===== src/rtl/frame_pair_streamer.sv =====
// Raster-order streamer: reads a current/previous frame pair through one shared address
// and emits pixel pairs with SOF/EOL/EOF markers. Optional line blanking: FRAME_STREAMER_BLANKING_EN.
module frame_pair_streamer #(
    parameter int IMAGE_WIDTH  = 320,
    parameter int IMAGE_HEIGHT = 240,
    parameter int ADDR_WIDTH   = 17,
    parameter int H_BLANK      = 16
) (
    input  logic                  clk,
    input  logic                  rst_n,
    input  logic                  start,
    input  logic                  pause,
    output logic                  busy,
    output logic                  done,
    output logic                  mem_rd_en,
    output logic [ADDR_WIDTH-1:0] mem_addr,
    input  logic [7:0]            mem_curr_data,
    input  logic [7:0]            mem_prev_data,
    output logic [7:0]            pixel_curr,
    output logic [7:0]            pixel_prev,
    output logic                  pixel_valid,
    output logic                  pixel_sof,
    output logic                  pixel_eol,
    output logic                  pixel_eof
);

    localparam int XW = (IMAGE_WIDTH  > 1) ? $clog2(IMAGE_WIDTH)  : 1;
    localparam int YW = (IMAGE_HEIGHT > 1) ? $clog2(IMAGE_HEIGHT) : 1;
    localparam logic [XW-1:0] X_LAST = XW'(IMAGE_WIDTH - 1);
    localparam logic [YW-1:0] Y_LAST = YW'(IMAGE_HEIGHT - 1);

    // Elaboration-time guard against an address bus too narrow for the frame.
    if (((longint'(1) << ADDR_WIDTH) < longint'(IMAGE_WIDTH) * IMAGE_HEIGHT) || (H_BLANK < 0)) begin : g_bad_cfg
        $error("frame_pair_streamer: invalid ADDR_WIDTH/H_BLANK configuration");
    end

`ifdef FRAME_STREAMER_BLANKING_EN
    typedef enum logic [2:0] {IDLE, STREAM, BLANK, DRAIN, DONE} state_t;
    localparam int BW = (H_BLANK > 1) ? $clog2(H_BLANK) : 1;
    localparam logic [BW-1:0] B_LAST = BW'(H_BLANK - 1);
    logic [BW-1:0] blank_cnt;
`else
    typedef enum logic [2:0] {IDLE, STREAM, DRAIN, DONE} state_t;
`endif

    state_t          state, state_nxt;
    logic [XW-1:0]   x, x_q;
    logic [YW-1:0]   y, y_q;
    logic [ADDR_WIDTH-1:0] addr;
    logic            rd_en;
    logic            rd_q;
    logic            at_eol, at_last;

    assign at_eol  = (x == X_LAST);
    assign at_last = at_eol && (y == Y_LAST);

    assign mem_rd_en = rd_en;
    assign mem_addr  = addr;
    assign done      = (state == DONE);

    // NOTE: every output of this block gets a default first so no path infers a latch.
    always_comb begin
        state_nxt = state;
        rd_en     = 1'b0;
        busy      = 1'b0;
        case (state)
            IDLE: begin
                if (start) state_nxt = STREAM;
            end
            STREAM: begin
                busy = 1'b1;
                if (!pause) begin
                    rd_en = 1'b1;
                    if (at_last) begin
                        state_nxt = DRAIN;
                    end
`ifdef FRAME_STREAMER_BLANKING_EN
                    else if (at_eol && (H_BLANK > 0)) begin
                        state_nxt = BLANK;
                    end
`endif
                end
            end
`ifdef FRAME_STREAMER_BLANKING_EN
            BLANK: begin
                busy = 1'b1;
                if (blank_cnt == B_LAST) state_nxt = STREAM;
            end
`endif
            DRAIN: begin
                busy = 1'b1;
                // The last read is still in the memory stage while rd_q is high.
                if (!rd_q) state_nxt = DONE;
            end
            DONE:    state_nxt = IDLE;
            default: state_nxt = IDLE;
        endcase
    end

    // NOTE: sequential state uses non-blocking assignments so all registers update together.
    always_ff @(posedge clk or negedge rst_n) begin
        if (!rst_n) begin
            state <= IDLE;
        end else begin
            state <= state_nxt;
        end
    end

    always_ff @(posedge clk or negedge rst_n) begin
        if (!rst_n) begin
            x    <= '0;
            y    <= '0;
            addr <= '0;
        end else if (state == IDLE && start) begin
            x    <= '0;
            y    <= '0;
            addr <= '0;
        end else if (rd_en && !at_last) begin
            addr <= addr + 1'b1;
            if (at_eol) begin
                x <= '0;
                y <= y + 1'b1;
            end else begin
                x <= x + 1'b1;
            end
        end
    end

`ifdef FRAME_STREAMER_BLANKING_EN
    always_ff @(posedge clk or negedge rst_n) begin
        if (!rst_n) begin
            blank_cnt <= '0;
        end else if (state == BLANK && blank_cnt != B_LAST) begin
            blank_cnt <= blank_cnt + 1'b1;
        end else begin
            blank_cnt <= '0;
        end
    end
`endif

    // Stage 1 tracks the read in the BRAM; stage 2 registers data and markers.
    always_ff @(posedge clk or negedge rst_n) begin
        if (!rst_n) begin
            rd_q        <= 1'b0;
            x_q         <= '0;
            y_q         <= '0;
            pixel_valid <= 1'b0;
            pixel_sof   <= 1'b0;
            pixel_eol   <= 1'b0;
            pixel_eof   <= 1'b0;
            pixel_curr  <= '0;
            pixel_prev  <= '0;
        end else begin
            rd_q <= rd_en;
            if (rd_en) begin
                x_q <= x;
                y_q <= y;
            end
            pixel_valid <= rd_q;
            pixel_sof   <= rd_q && (x_q == '0) && (y_q == '0);
            pixel_eol   <= rd_q && (x_q == X_LAST);
            pixel_eof   <= rd_q && (x_q == X_LAST) && (y_q == Y_LAST);
            if (rd_q) begin
                pixel_curr <= mem_curr_data;
                pixel_prev <= mem_prev_data;
            end
        end
    end

endmodule


===== config.mk =====
export PLATFORM = sky130hd
export DESIGN_NAME = frame_pair_streamer
export DESIGN_NICKNAME = d
export VERILOG_FILES = /design/src/rtl/frame_pair_streamer.sv
export SDC_FILE = /design/constraint.sdc
export NUM_CORES = 1
export LEC_CHECK = 0
export CAP_MARGIN = 20
export CORE_UTILIZATION = 50
export CTS_CLUSTER_SIZE = 28
export DETAILED_ROUTE_END_ITERATION = 10
export MAX_ROUTING_LAYER = met4
export PLACE_DENSITY = 0.76
export SYNTH_ARGS = -nofsm -noshare
export SYNTH_HDL_FRONTEND = slang
export SYNTH_SLANG_ARGS = --single-unit

===== constraint.sdc =====
create_clock -name clk -period 6.9 [get_ports clk]
set_clock_uncertainty 0.2 [all_clocks]
set_input_delay 1.725 -clock clk [delete_from_list [all_inputs] [get_ports clk]]
set_output_delay 1.725 -clock clk [all_outputs]
set_load 0.1 [all_outputs]

==> results.sh <==
export IMPL_route_detailed_drc=5
export IMPL_ir_drop_uv=349
export IMPL_critPathArrivalTime_ns=2.94
export IMPL_start_kind="input port"
export IMPL_slowest_delay_ns=0.46
export IMPL_ys_seq_elements=74
export IMPL_hold_violations=0
export IMPL_first_iter_violations=121
export IMPL_hold_ws_ns=0.290
export IMPL_fill_cells=513
export IMPL_ant_nets=0
export IMPL_p_int_mw=0.882
export IMPL_swShare_pct=37.4
export IMPL_yosys_warnings=0
export IMPL_yosys_cell_types_count=36
export IMPL_path_delay_family="buffers and inverters"
export IMPL_ff_latch_area_um2=1850
export IMPL_max_slew_margin_rel_pct=34.1
export IMPL_clock_fmax_ghz=0.206
export IMPL_max_cap_viol_count=0
export IMPL_syn_nets=365
export IMPL_tns_ns=0
export IMPL_violations="design-rule violations"
export IMPL_cts_root_buf="clkbuf_8"
export IMPL_cts_buffers=9
export IMPL_nNetsFinal=424
export IMPL_vias=2669
export IMPL_cts_setup_buffers=0
export IMPL_path_clk_slew_ns=0.07
export IMPL_place_congestion=0.802
export IMPL_cp_data_required_time_ns=4.97
export IMPL_postCtsHoldBufs=0
export IMPL_worst_slew_pin_transition_ns=0.986
export IMPL_cts_tree="built"
export IMPL_syn_area_um2=3420
export IMPL_antenna_found_initial=0
export IMPL_ioPinCount=60
export IMPL_final_layout_size_suffix_gt1_share_pct=10.7
export IMPL_fp_dieH_um=84.7
export IMPL_postCtsResizedCells=0
export IMPL_rows=29
export IMPL_final_common_cell="dfrtp_1"
export IMPL_clock_power_share_pct=31.4
export IMPL_areaGrowthSynthToFinish_pct=27.4
export IMPL_seqPwrFrac_pct=40.1
export IMPL_status="finished with violations"
export IMPL_synth_cells=338
export IMPL_final_cell_mix="dfrtp_1, nand2_1, clkdlybuf4s50_1"
export IMPL_drt_wl_total_um=7090
export IMPL_criticalPathCategory="input port to output port"
export IMPL_min_period_over_period_pct=70.5
export IMPL_crit_fanout=30
export IMPL_p_comb_share_pct=28.5
export IMPL_async_flop_share_pct=100
export IMPL_rsz0062_at_grt="false"
export IMPL_ys_seq_area_share_pct=54.1
export IMPL_grt_max_degree=75
export IMPL_numPortBuffers=59
export IMPL_synth_edf_count=0
export IMPL_dp_cells=463
export IMPL_grt_pass1_vias=2572
export IMPL_track_usage_pct=21.8
export IMPL_hp_class="flop to flop"
export IMPL_p_switching_mw=0.528
export IMPL_multi_input_area_um2=1480
export IMPL_p_leak_nw=1.96
export IMPL_clkLatencyLatePin_ns=0.35
export IMPL_dp_hpwl_um=4620
export IMPL_instances_no_fill=479
export IMPL_cp_end_kind="output port"
export IMPL_vias_per_cell=5.57
export IMPL_cp_cell_sequence="clkdlybuf4s50_1, nand2b_1, buf_4, inv_1, buf_4"
export IMPL_die_x_um=84.7
export IMPL_clock_path_buffers=2
export IMPL_grt_pass1_wl_um=12100
export IMPL_grt_overflow=0
export IMPL_start_util_pct=52.7
export IMPL_firstDrtPassIters=9
export IMPL_fin_crit_ns=4.86
export IMPL_p_per_area_nw_per_um2=323
export IMPL_utilization_pct=67.1
export IMPL_avgRoutedWirePerCell_um=14.8
export IMPL_slew_violations=0
export IMPL_dieArea_um2=7180
export IMPL_critPathMostFrequentCell="buf_4"
export IMPL_ctsHtreeMaxLevel=3
export IMPL_worst_path_max_delay_cell="clkdlybuf4s50_1"
export IMPL_setup_viol=0
export IMPL_synth_avg_cell_area_um2=10.1
export IMPL_core_um2=6490
export IMPL_clkSinkCount=74
export IMPL_n_antenna_cell=0
export IMPL_critPathBufInv=4
export IMPL_synth_flop_cell="dfrtp_1"
==> worst reg2reg max path, delay by kind of cell (launching register included) <==
family | cells | cell delay, ns
AO/OA/AOI/OAI | 1 | 0.56
XOR/XNOR | 1 | 0.17
adder cells (fa/ha/maj) | 1 | 0.16
buffers and inverters | 4 | 0.72
flip-flops | 1 | 0.41
AND/OR/NAND/NOR | 3 | 0.50
==> power by group through the flow <==
stage | registers (mW) | logic, mW | clock network [mW]
3_3_place_gp | 0.568 | 0.396 | 0
5_1_grt | 0.578 | 0.424 | 0.468
6_report | 0.565 | 0.402 | 0.443
4_1_cts | 0.564 | 0.405 | 0.448
2_1_floorplan | 0.757 | 0.103 | 0
3_5_place_dp | 0.571 | 0.402 | 0
==> logic make-up (layout without fill, tap and decap cells) <==
| group | after synthesis | after routing | synth area share (%) |
|---|---|---|---|
| flops | 74 | 74 | 54.1 |
| mux | 18 | 18 | 5.85 |
| simple gates | 158 | 158 | 21.6 |
| compound gates | 35 | 35 | 7.31 |
| fa+ha+maj | 7 | 7 | 2.56 |
| buf+inv | 23 | 87 | 2.67 |
| xor+xnor | 23 | 23 | 5.89 |
==> worst paths after layout <==
kind | from | end | slack [ns] | depth (start not counted)
worst max-delay path | pause | mem_rd_en | 2.04 | 5
worst min-delay path | x_q[7]$_DFFE_PN0P_ | x_q[7]$_DFFE_PN0P_ | 0.29 | 2
worst max register to register | state[1]$_DFFE_PN0P_ | mem_addr[16]$_DFFE_PN0P_ | 4.06 | 10
worst min register to register | x_q[7]$_DFFE_PN0P_ | x_q[7]$_DFFE_PN0P_ | 0.29 | 2
max in group asynchronous | rst_n | mem_addr[3]$_DFFE_PN0P_ | 4.52 | 2
min in group asynchronous | rst_n | y_q[3]$_DFFE_PN0P_ | 1.39 | 2
==> area by class of cell <==
| cell class | instances | share of cell area (%) |
|---|---|---|
| clock buffers | 9 | 2.84 |
| multi-input cells | 241 | 33.9 |
| flip-flops and latches | 74 | 42.5 |
| repair buffers | 64 | 14.7 |
| well taps | 77 | 2.21 |
| inverters | 7 | 0.603 |
| clock inverters | 7 | 3.24 |
==> sequential cells by signal, indices dropped and copies added (netlist names) <==
name,flops
pixel_curr,8
y_q,8
rd_q,1
x,9
state,2
y,8
pixel_sof,1
pixel_eol,1
x_q,9
pixel_valid,1
pixel_prev,8
mem_addr,17
pixel_eof,1
==> per-stage QoR <==
step / worst slack [ns] / total power, mW / area [um2]
5_1_grt: 1.95 / 1.47 / 4360
4_1_cts: 2.03 / 1.42 / 4360
3_5_place_dp: 2.03 / 0.973 / 4090
3_3_place_gp: 2.05 / 0.964 / 4070
2_1_floorplan: 1.45 / 0.860 / 3420
6_report: 2.04 / 1.41 / 4360
==> synth_stat cells, types with 6 or more instances <==
cell	count	share of area (%)
nor2_1	35	3.8
nor3_1	7	1.0
a2111oi_1	6	1.8
inv_1	7	0.77
nand3_1	12	1.8
xnor2_1	13	3.3
o21ai_0	6	0.88
ha_1	7	2.6
mux2_2	16	5.3
nand4_1	9	1.6
xor2_1	10	2.6
clkbuf_1	11	1.2
nand2_1	67	7.3
a21oi_1	11	1.6
dfrtp_1	74	54
==> per-layer routing <==
| layer | wire, um | track usage [%] | share of wire [%] | vias up |
|---|---|---|---|---|
| met3 | 314 | 4.33 | 4.4 | 9 |
| met2 | 3360 | 34.1 | 47 | 62 |
| met4 | 97 | 8.32 | 1.4 | 0 |
| li1 | - | - | - | 1284 |
| met1 | 3310 | 28.3 | 47 | 1314 |
| met5 | 0 | - | 0 | - |
No activity file was read; power rests on OpenSTA's default activity.
